File: src/rtl/multicycle_sequencer_pkg.sv
// Shared definitions for the multicycle sequencer.
//   state_t   : FSM state encoding, also exported on the debug 'state' port
//   OP_*      : 3-bit opcodes produced by instruction decode
//   is_alu()  : true for the register/immediate ALU opcodes (000..011)
package seq_pkg;

    typedef enum logic [2:0] {
        S_IDLE      = 3'd0,
        S_FETCH     = 3'd1,
        S_DECODE    = 3'd2,
        S_EXECUTE   = 3'd3,
        S_MEMORY    = 3'd4,
        S_WRITEBACK = 3'd5,
        S_HALT      = 3'd6
    } state_t;

    localparam logic [2:0] ST_IDLE      = 3'd0;
    localparam logic [2:0] ST_FETCH     = 3'd1;
    localparam logic [2:0] ST_DECODE    = 3'd2;
    localparam logic [2:0] ST_EXECUTE   = 3'd3;
    localparam logic [2:0] ST_MEMORY    = 3'd4;
    localparam logic [2:0] ST_WRITEBACK = 3'd5;
    localparam logic [2:0] ST_HALT      = 3'd6;

    localparam logic [2:0] OP_ADD  = 3'b000;
    localparam logic [2:0] OP_SUB  = 3'b001;
    localparam logic [2:0] OP_ADDI = 3'b010;
    localparam logic [2:0] OP_SUBI = 3'b011;
    localparam logic [2:0] OP_LW   = 3'b100;
    localparam logic [2:0] OP_SW   = 3'b101;
    localparam logic [2:0] OP_JUMP = 3'b110;
    localparam logic [2:0] OP_HALT = 3'b111;

    function automatic logic is_alu(input logic [2:0] op);
        return (op <= OP_SUBI);
    endfunction

endpackage

File: src/rtl/multicycle_sequencer_if.sv
// Control bus between the sequencer and the datapath.
//   slave  : sequencer side (receives start/op_code[/step], drives strobes)
//   master : datapath/controller side
// Optional macro SINGLE_STEP_EN adds the 'step' request, placed after start.
interface multicycle_sequencer_if #(
    parameter int COUNT_W = 16
);
    logic               start;
`ifdef SINGLE_STEP_EN
    logic               step;
`endif
    logic [2:0]         op_code;
    logic               ir_load;
    logic               pc_update;
    logic               jump_take;
    logic               mem_write;
    logic               reg_write;
    logic               wb_sel;
    logic               busy;
    logic               halted;
    logic [2:0]         state;
    logic [COUNT_W-1:0] instr_count;

    modport slave (
        input  start,
`ifdef SINGLE_STEP_EN
        input  step,
`endif
        input  op_code,
        output ir_load, pc_update, jump_take, mem_write, reg_write, wb_sel,
        output busy, halted, state, instr_count
    );

    modport master (
        output start,
`ifdef SINGLE_STEP_EN
        output step,
`endif
        output op_code,
        input  ir_load, pc_update, jump_take, mem_write, reg_write, wb_sel,
        input  busy, halted, state, instr_count
    );
endinterface

File: src/rtl/multicycle_sequencer.sv
// Multicycle sequencer: steps the 8-bit datapath through
// FETCH/DECODE/EXECUTE/MEMORY/WRITEBACK and counts retired instructions.
// Ports:
//   clock    : system clock, rising edge
//   reset_n  : asynchronous active-low reset
//   bus      : multicycle_sequencer_if.slave (start, [step], op_code in;
//              ir_load, pc_update, jump_take, mem_write, reg_write, wb_sel,
//              busy, halted, state, instr_count out)
// Parameters: MEM_LAT (1..15) memory cycles, COUNT_W retire counter width.
// Optional macro SINGLE_STEP_EN: FETCH waits for a start/step token.
//
// state     | meaning
// IDLE      | waiting for start
// FETCH     | load instruction register
// DECODE    | capture opcode; JUMP retires here, HALT terminates
// EXECUTE   | ALU operation or address calculation
// MEMORY    | MEM_LAT cycles of data-memory access; SW retires on last
// WRITEBACK | register-file write, retire
// HALT      | terminal until reset
module multicycle_sequencer
    import seq_pkg::*;
#(
    parameter int MEM_LAT = 1,
    parameter int COUNT_W = 16
) (
    input  logic clock,
    input  logic reset_n,
    multicycle_sequencer_if.slave bus
);

    state_t             state_q, state_d;
    logic [2:0]         op_q, op_d;
    logic [3:0]         mem_cnt_q, mem_cnt_d;
    logic [COUNT_W-1:0] count_q, count_d;

    logic ir_load, pc_update, jump_take, mem_write, reg_write, wb_sel, retire;
    logic fetch_go;

`ifdef SINGLE_STEP_EN
    logic token_q, token_d;

    // A step in the consuming cycle re-arms the token so that pulse is not lost.
    always_comb begin
        token_d = token_q | bus.step | ((state_q == S_IDLE) & bus.start);
        if ((state_q == S_FETCH) && token_q) begin
            token_d = bus.step;
        end
    end

    assign fetch_go = token_q;

    always_ff @(posedge clock or negedge reset_n) begin
        if (!reset_n) begin
            token_q <= 1'b0;
        end else begin
            token_q <= token_d;
        end
    end
`else
    assign fetch_go = 1'b1;
`endif

    always_comb begin
        state_d   = state_q;
        op_d      = op_q;
        mem_cnt_d = mem_cnt_q;
        ir_load   = 1'b0;
        pc_update = 1'b0;
        jump_take = 1'b0;
        mem_write = 1'b0;
        reg_write = 1'b0;
        wb_sel    = 1'b0;
        retire    = 1'b0;

        case (state_q)
            S_IDLE: begin
                if (bus.start) begin
                    state_d = S_FETCH;
                end
            end
            S_FETCH: begin
                if (fetch_go) begin
                    ir_load = 1'b1;
                    state_d = S_DECODE;
                end
            end
            S_DECODE: begin
                // op_q only becomes valid after this cycle, so the two-cycle
                // JUMP has to steer the PC straight from the live opcode.
                op_d = bus.op_code;
                if (bus.op_code == OP_HALT) begin
                    state_d = S_HALT;
                end else if (bus.op_code == OP_JUMP) begin
                    pc_update = 1'b1;
                    jump_take = 1'b1;
                    retire    = 1'b1;
                    state_d   = S_FETCH;
                end else begin
                    state_d = S_EXECUTE;
                end
            end
            S_EXECUTE: begin
                if (is_alu(op_q)) begin
                    state_d = S_WRITEBACK;
                end else begin
                    mem_cnt_d = 4'(MEM_LAT - 1);
                    state_d   = S_MEMORY;
                end
            end
            S_MEMORY: begin
                if (mem_cnt_q == 4'd0) begin
                    if (op_q == OP_SW) begin
                        mem_write = 1'b1;
                        pc_update = 1'b1;
                        retire    = 1'b1;
                        state_d   = S_FETCH;
                    end else begin
                        state_d = S_WRITEBACK;
                    end
                end else begin
                    mem_cnt_d = mem_cnt_q - 4'd1;
                end
            end
            S_WRITEBACK: begin
                reg_write = 1'b1;
                pc_update = 1'b1;
                wb_sel    = (op_q == OP_LW);
                retire    = 1'b1;
                state_d   = S_FETCH;
            end
            S_HALT: begin
                state_d = S_HALT;
            end
            default: begin
                state_d = S_IDLE;
            end
        endcase

        count_d = retire ? count_q + 1'b1 : count_q;
    end

    always_ff @(posedge clock or negedge reset_n) begin
        if (!reset_n) begin
            state_q   <= S_IDLE;
            op_q      <= 3'd0;
            mem_cnt_q <= 4'd0;
            count_q   <= '0;
        end else begin
            state_q   <= state_d;
            op_q      <= op_d;
            mem_cnt_q <= mem_cnt_d;
            count_q   <= count_d;
        end
    end

    assign bus.ir_load     = ir_load;
    assign bus.pc_update   = pc_update;
    assign bus.jump_take   = jump_take;
    assign bus.mem_write   = mem_write;
    assign bus.reg_write   = reg_write;
    assign bus.wb_sel      = wb_sel;
    assign bus.busy        = (state_q != S_IDLE) && (state_q != S_HALT);
    assign bus.halted      = (state_q == S_HALT);
    assign bus.state       = state_q;
    assign bus.instr_count = count_q;

endmodule

File: src/flat_wrapper.sv
// flat-port wrapper written by rule: the top's interface ports become plain ports
module multicycle_sequencer_flat import seq_pkg::*;
#(
    parameter int MEM_LAT = 1,
    parameter int COUNT_W = 16
)
  (clock, reset_n, bus_start, bus_op_code, bus_ir_load, bus_pc_update, bus_jump_take, bus_mem_write, bus_reg_write, bus_wb_sel, bus_busy, bus_halted, bus_state, bus_instr_count);
  multicycle_sequencer_if #(.COUNT_W(COUNT_W)) bus_i ();
  input  logic clock;
  input  logic reset_n;
  input wire logic [$bits(bus_i.start)-1:0] bus_start;
  input wire logic [$bits(bus_i.op_code)-1:0] bus_op_code;
  output wire logic [$bits(bus_i.ir_load)-1:0] bus_ir_load;
  output wire logic [$bits(bus_i.pc_update)-1:0] bus_pc_update;
  output wire logic [$bits(bus_i.jump_take)-1:0] bus_jump_take;
  output wire logic [$bits(bus_i.mem_write)-1:0] bus_mem_write;
  output wire logic [$bits(bus_i.reg_write)-1:0] bus_reg_write;
  output wire logic [$bits(bus_i.wb_sel)-1:0] bus_wb_sel;
  output wire logic [$bits(bus_i.busy)-1:0] bus_busy;
  output wire logic [$bits(bus_i.halted)-1:0] bus_halted;
  output wire logic [$bits(bus_i.state)-1:0] bus_state;
  output wire logic [$bits(bus_i.instr_count)-1:0] bus_instr_count;
  assign bus_i.start = bus_start;
  assign bus_i.op_code = bus_op_code;
  assign bus_ir_load = bus_i.ir_load;
  assign bus_pc_update = bus_i.pc_update;
  assign bus_jump_take = bus_i.jump_take;
  assign bus_mem_write = bus_i.mem_write;
  assign bus_reg_write = bus_i.reg_write;
  assign bus_wb_sel = bus_i.wb_sel;
  assign bus_busy = bus_i.busy;
  assign bus_halted = bus_i.halted;
  assign bus_state = bus_i.state;
  assign bus_instr_count = bus_i.instr_count;
  multicycle_sequencer #(.MEM_LAT(MEM_LAT), .COUNT_W(COUNT_W)) u_core (.clock(clock), .reset_n(reset_n), .bus(bus_i));
endmodule
File: config.mk
export PLATFORM = sky130hd
export DESIGN_NAME = multicycle_sequencer_flat
export DESIGN_NICKNAME = d
export VERILOG_FILES = /design/src/rtl/multicycle_sequencer_pkg.sv /design/src/rtl/multicycle_sequencer_if.sv /design/src/rtl/multicycle_sequencer.sv /design/src/flat_wrapper.sv
export SDC_FILE = /design/constraint.sdc
export NUM_CORES = 1
export LEC_CHECK = 0
export CORE_MARGIN = 2
export CORE_UTILIZATION = 45
export CTS_CLUSTER_DIAMETER = 80
export DETAILED_ROUTE_END_ITERATION = 7
export PLACE_DENSITY = 0.84
export SLEW_MARGIN = 20
export SYNTH_ARGS = -nofsm -noshare
export SYNTH_HDL_FRONTEND = slang
export SYNTH_SLANG_ARGS = --single-unit
File: constraint.sdc
create_clock -name clock -period 3.9 [get_ports clock]
set_input_delay 0.39 -clock clock [delete_from_list [all_inputs] [get_ports clock]]
set_output_delay 0.39 -clock clock [all_outputs]
set_load 0.02 [all_outputs]
Yosys cells after proc, flatten, opt, wreduce, memory -nomap -nowiden
Cells that the tools add are included.

word-level totals
  register bits = 26
  input port bits = 6
  output and inout bits = 27
  logic and storage cells = 49

operators by class
  add/sub/neg operators = 2
  $lt $le $gt $ge = 1
  equality and inequality tests = 15
  mux-type cells = 20
  reduce and logical (&&, ||, !) cells = 7

operator list
  cell                                                             count
  equality test 3 bit (second input constant)                      7
  case mux 3 bit (7 select lines)                                  1
  adder 16 x 1 -> 16 bit (second input constant)                   1
  two-way mux 3 bit                                                4
  two-way mux 1 bit                                                10
  two-way mux 4 bit                                                2
  case mux 4 bit (2 select lines)                                  1
  equality test 3 x 2 -> 1 bit (second input constant)             2
  != test 2 bit (second input constant)                            3
  zero test 4 bit                                                  1
  subtractor 4 x 1 -> 4 bit (second input constant)                1
  equality test 3 x 1 -> 1 bit (second input constant)             1
  less-or-equal comparator 3 x 2 -> 1 bit (second input constant)  1
  zero test 3 bit                                                  1
  != test 3 bit (second input constant)                            1
  case mux 1 bit (3 select lines)                                  1
  AND reduction 3 bit                                              1
  nonzero test 3 bit                                               1
  two-way mux 2 bit                                                1
  != test 2 x 1 -> 1 bit (second input constant)                   1
  AND reduction 2 bit                                              1
  nonzero test 2 bit                                               1
  logical AND 1 bit                                                1

Depth between registers and ports, before layout
Gate-level depths: netlist (run 1).

  word-level depth = 4
  mapped depth = 8
  mapped depth without buffers = 6

Worst setup path after synthesis (run 1)
No wires, ideal clock.

  kind = register to register
  start = reg u_core.state_q[0], in the netlist u_core.bus.state[0]
  end = reg u_core.count_q[1], in the netlist u_core.bus.instr_count[1]
  setup time = 125 ps
  arrival = 2087 ps
  required time = 3775 ps
  slack = 1688 ps
  cell stages (with the launch flop) = 7
  buffers on the path = 2
  clock period less this slack = 2212 ps
  cells stage by stage = dfrtp_1 -> buf_6 -> or3b_4 -> or3_1 -> buf_6 -> nand2_1 -> mux2_2

on the way
  longest elaborated chain between the ends = 2
  elaborated cells between the ends (all ways) = 4
  classes of those cells = eq/ne: 3; mux: 1

RTL lines
  what                                                                        line                         text
  start: declaration                                                          multicycle_sequencer.sv:31   state_t state_q, state_d;
  start signal: assignment                                                    multicycle_sequencer.sv:149  state_q <= state_d;
  equality test 3 bit / equality test 3 x 2 -> 1 bit (equally long branches)  --
  case mux 1 bit (3 select lines) *                                           --
  named net bus_pc_update                                                     flat_wrapper.sv:14           output wire logic [$bits(bus_i.pc_update)-1:0] bus_pc_update;
  end signal: assignment                                                      multicycle_sequencer.sv:152  count_q <= count_d;
  end: declaration                                                            multicycle_sequencer.sv:34   logic [COUNT_W-1:0] count_q, count_d;

Mark *: on every way through the listed nets, which the timed path passes. The rest lies on a longest branch.
A chain may end at the register's enable or synchronous reset.

Worst setup path in the final report (run 1)
  start = reg u_core.mem_cnt_q[0]
  end = out bus_pc_update

on the way
  longest elaborated chain between the ends = 3

RTL lines
  what                             line                         text
  start: declaration               multicycle_sequencer.sv:33   logic [3:0] mem_cnt_q, mem_cnt_d;
  start signal: assignment         multicycle_sequencer.sv:151  mem_cnt_q <= mem_cnt_d;
  zero test 4 bit                  multicycle_sequencer.sv:111  if (mem_cnt_q == 4'd0) begin
  two-way mux 1 bit                multicycle_sequencer.sv:111
  case mux 1 bit (3 select lines)  multicycle_sequencer.sv:75   case (state_q)
  end: declaration                 flat_wrapper.sv:14

Every way passes these cells.

==> results of run 1 <==
[cells in the final DEF, fill, tap and decap left out, drive strengths merged, types with 3 or more instances in the layout]
cell type       n
o21ai           6
nand4           4
nand2          10
clkdlybuf4s50  31
a211oi          4
inv             6
a21oi          11
xor2           15
a2111oi         3
clkbuf          3
nand3           8
mux2            4
dfrtp          26
nor2            3
[cell families (layout without fill, tap and decap cells)]
family / Yosys count / after routing / synth area share (%)
and+or+nand+nor: 42 / 42 / 16.9
muxes: 4 / 4 / 3.12
xor gates and xnor gates: 16 / 16 / 9.71
DFF: 26 / 26 / 45.1
AOI/OAI and AO/OA: 31 / 31 / 18.5
adders and majority gates: 2 / 2 / 1.73
buffers and inverters: 12 / 41 / 4.94
[final cells by class]
cell class | instances | share of cell area [%]
Sequential cell | 26 | 36.4
Multi-Input combinational cell | 95 | 40.4
Inverter | 6 | 1.26
Timing Repair Buffer | 32 | 17.6
Tap cell | 44 | 3.08
Clock buffer | 3 | 1.26
[flip-flops by register name, indices dropped and copies added (netlist names)]
name,cells
u_core.mem_cnt_q,4
u_core.op_q,3
u_core.bus.state,3
u_core.bus.instr_count,16
[path summary, 6_finish.rpt]
path | startpoint | to | slack, ns | depth (start not counted)
worst max-delay path | u_core.mem_cnt_q[0] | bus_pc_update | 0.52 | 6
worst min-delay path | reset_n | u_core.bus.state[1] | 0.04 | 1
worst max register to register | u_core.mem_cnt_q[0] | u_core.bus.instr_count[15] | 1.41 | 6
worst min register to register | u_core.bus.instr_count[15] | u_core.bus.instr_count[15] | 0.49 | 1
max in group asynchronous | reset_n | u_core.bus.instr_count[5] | 3.47 | 1
min in group clock | u_core.bus.instr_count[15] | u_core.bus.instr_count[15] | 0.49 | 1
[routing by layer]
layer | vias to the layer above | track usage (%) | routed length (um)
li1 | 538 | - | -
met1 | 565 | 26.6 | 1410
met2 | 30 | 30.1 | 1510
met3 | 3 | 1.92 | 113
met4 | 0 | 6.52 | 23
met5 | - | 0 | 0
[critical path, stage by stage, from the launching register on]
cell,delay (ns)
dfrtp_1,0.41
inv_1,0.10
ha_1,0.19
or3b_1,0.42
or3_1,0.68
nand2_1,0.24
clkdlybuf4s50_1,0.63
[Yosys cell counts, drive strengths merged (4+ instances only)]
cell type and n:
mux2 4, nand2 10, o21ai 6, inv 6, xor2 15, dfrtp 26, nand3 8, a211oi 4
nand4 4, a21oi 11
[stage by stage]
step           instance area, um2  setup slack (ns)  util (%)  cells
6_report                     1790             0.517      58.6    206
4_1_cts                      1790             0.509      58.6    206
2_1_floorplan                1440              1.69         -    133
5_1_grt                      1790             0.360      58.6    206
3_3_place_gp                 1770             0.974      58.0    203
3_5_place_dp                 1770             0.881      57.8    203
[report_power, final]
part	leakage (uW)	total, uW	internal, uW	switching [uW]
Sequential	0.000292	573	394	179
Combinational	0.000374	855	396	459
Clock	0.0000138	111	36.2	75.2
Total	0.000679	1540	827	712
==> results.yml, run 1 <==
route:
  ant_nets: 0
  first_pass_iters: 4
  routed_wl_mm: 3.05
  drc: 0
  routedWlPerCell_um: 14.8
  drtIter0Drc: 45
  vias_per_cell: 5.51
  vias: 1136
clock_network:
  post_cts_resized: 0
  numCtsBuffers: 3
  cts_hold_buf: 0
  cts_sinks: 26
  cts_tree: "yes"
  post-cts-setup-buffer-count: 0
  clk_pin_slew_worst_paths_ns: 0.14
  clk_root_buffer_cell: "clkbuf_4"
  htreeDepth: 1
  clkLatencyLatePin_ns: 0.32
  clockBufferDepth: 2
layout:
  final.fill_count: 286
  n_antenna_cell: 0
  finalNetCount: 172
  multi_input_comb_area_um2: 722
  area_growth_pct: 23.8
  drive_gt1_share_pct: 9.88
  seqCellArea_um2: 651
placed_design:
  finalWeightedCongestion: 0.781
  hpwl_mm: 2.23
  io_buffers: 32
power_and_ir_drop:
  peakVddDrop_v: 0.000508
  p_per_area_nw_per_um2: 861
  p_leak_uw: 0.000679
  finalPower_uw: 1540
job:
  cap_violations: 0
synthesis:
  synth_cells: 133
  syn_nets: 141
  yosys_warnings: 0
  synth_top_area_share_pct: 45.1
  ys_ff_latch: 26
  synth_cell_types: 39
  synth_flop_cell: "dfrtp_1"
  synth_area_leaders: "dfrtp_1, xor2_1, a2111oi_4"
  yosysSeqAreaShare_pct: 45.1
  syn_avg_cell_area_um2: 10.9
  synth_largest_area_cell: "dfrtp_1"
  syn-cell-area_um2: 1440
  synth-edff-count: 0
  async_reset_ff_share_pct: 100
grt:
  antenna_found_initial: 0
  grt_pass1_wl_mm: 5.22
  grt_overflow: 0
  grt_use_total_pct: 18.7
  grt_pass1_vias: 1140
  grt_max_degree: 27
sta:
  fin_tns_setup_ns: 0
  setup_viol_count_final: 0
  clock.fmax_mhz: 296
  max-slew-margin-rel_pct: 50.7
  finalHoldViolCount: 0
  whs_ns: 0.0443
  slew_violations: 0
  worstMarginPinSlew_ns: 0.739
  finClkSkew_ns: 0.0118
  finalCritPeriodShare_pct: 86.8
  rsz0062_at_grt: "no"
  period_minus_slack_ns: 3.38
worst_setup_path:
  required_ns: 3.51
  path_class: "reg -> out"
  worstPathMaxFanout: 16
  endpoint_kind: "primary output"
  critPathArrivalTime_ns: 2.99
  cp-start-kind: "flip-flop"
floorplan:
  ios: 33
  initial_core_util_pct: 47.3
  core_area_um2: 3050
  die_x_um: 60.6
  die_h_um: 60.6
  num_rows: 20
  die_area_um2: 3680
min_path:
  hp-class: "in -> async"
run_status:
  status: "finished clean"
(Power assumes the default switching activity.)
==> inputs of run 2 (changes only) <==
==> constraint.sdc (replaced) <==
create_clock -name clock -period 4.15 [get_ports clock]
set_input_delay 0.415 -clock clock [delete_from_list [all_inputs] [get_ports clock]]
set_output_delay 0.415 -clock clock [all_outputs]
set_load 0.02 [all_outputs]
==> run 2 against run 1 <==
- first-iteration DRC count increased by 11%
- register-to-register slack gained 0.27 ns
- non-clock buffer count unchanged
- die area unchanged
- sequential power is 6.1% lower
- total power is 6.1% lower
- hold slack better by 0.025 ns
- clock skew decreased by 0.0041 ns
==> results.yml, run 2 (synthesis gave the netlist of run 1 again) <==
run_status:
  status: "finished clean"
grt:
  grt_pass1_wl_mm: 4.95
  grt_use_total_pct: 17.6
  grt_overflow: 0
  grt_pass1_vias: 1127
  antenna_found_initial: 0
  grt_max_degree: 27
route:
  drc: 0
  vias_per_cell: 5.55
  first_pass_iters: 4
  routedWlPerCell_um: 14.5
  ant_nets: 0
  drtIter0Drc: 50
  vias: 1144
  routed_wl_mm: 2.99
clock_network:
  htreeDepth: 1
  numCtsBuffers: 3
  clk_pin_slew_worst_paths_ns: 0.14
  post_cts_resized: 0
  clockBufferDepth: 2
  clkLatencyLatePin_ns: 0.32
  clk_root_buffer_cell: "clkbuf_4"
  post-cts-setup-buffer-count: 0
  cts_sinks: 26
  cts_hold_buf: 0
  cts_tree: "yes"
sta:
  period_minus_slack_ns: 3.39
  max-slew-margin-rel_pct: 51.1
  fin_tns_setup_ns: 0
  finalHoldViolCount: 0
  rsz0062_at_grt: "no"
  setup_viol_count_final: 0
  finClkSkew_ns: 0.00769
  clock.fmax_mhz: 295
  slew_violations: 0
  whs_ns: 0.0694
  finalCritPeriodShare_pct: 81.7
  worstMarginPinSlew_ns: 0.734
layout:
  finalNetCount: 172
  final_cell_mix: "clkdlybuf4s50_1, dfrtp_1, xor2_1, a21oi_1, nand2_1"
  area_growth_pct: 23.8
  n_antenna_cell: 0
  drive_gt1_share_pct: 9.88
  stdcell_area_um2: 1790
  fin_util_pct: 58.6
  largest_reg_flops: 16
  final_common_cell: "clkdlybuf4s50_1"
placed_design:
  placed_area_um2: 1770
  finalWeightedCongestion: 0.800
  io_buffers: 32
  hpwl_mm: 2.12
worst_setup_path:
  worstPathMaxFanout: 16
  path_class: "reg -> out"
  crit-reg2reg-launch: "u_core.mem_cnt_q[0]"
  cp-start-kind: "flip-flop"
  worstSetupStartpoint: "u_core.mem_cnt_q[0]"
  critPathArrivalTime_ns: 2.98
  endpoint_kind: "primary output"
  required_ns: 3.73
power_and_ir_drop:
  finalPower_uw: 1450
  p_per_area_nw_per_um2: 808
  peakVddDrop_v: 0.000386
  p_leak_uw: 0.000679
job:
  cap_violations: 0
floorplan:
  initial_core_util_pct: 47.3
  die_area_um2: 3680
  die_x_um: 60.6
  ios: 33
  core_area_um2: 3050
  num_rows: 20
  die_h_um: 60.6
min_path:
  hp-class: "in -> async"
-- run 2: cell counts in the layout (fill, tap and decap cells not counted) --
Identical to the previous run, type by type.
-- run 2: final timing paths --
path	to	slack [ns]	cells after the start
max in group asynchronous	u_core.bus.instr_count[10]	3.69	1
min in group clock	u_core.bus.instr_count[15]	0.48	1
max reg2reg	u_core.bus.instr_count[1]	1.68	6
max	bus_pc_update	0.76	6
min reg2reg	u_core.bus.instr_count[15]	0.48	1
min	u_core.bus.state[1]	0.07	1
-- run 2: where the power goes --
| part | internal, uW | total, uW | switching (uW) |
|---|---|---|---|
| Clock | 34.0 | 106 | 72.3 |
| Sequential | 371 | 538 | 168 |
| Combinational | 372 | 801 | 428 |
| Total | 777 | 1450 | 668 |
-- run 2: stage by stage --
stage          instances  setup slack, ns
2_1_floorplan        133             1.94
3_3_place_gp         203             1.20
3_5_place_dp         203             1.14
4_1_cts              206            0.770
5_1_grt              206            0.551
6_report             206            0.760
-- run 2: final cells by class --
cell class | count | area, um2
repair buffers | 32 | 315
well taps | 44 | 55.1
multi-input cells | 95 | 722
inverters | 6 | 22.5
fillers | 280 | 1260
flip-flops and latches | 26 | 651
clock buffers | 3 | 22.5
-- run 2: layer usage --
layer	up-vias	GRT usage, %	routed length, um
met1	561	24.4	1320
li1	538	-	-
met2	41	29.0	1480
met3	4	3.41	172
met4	0	3.73	22
met5	-	0	0
-- run 2: worst max-delay path, stage by stage, from the launching register on --
cell and delay (ns):
dfrtp_1 0.41, inv_1 0.10, ha_1 0.18, or3b_1 0.41, or3_1 0.69, nand2_1 0.25
clkdlybuf4s50_1 0.63
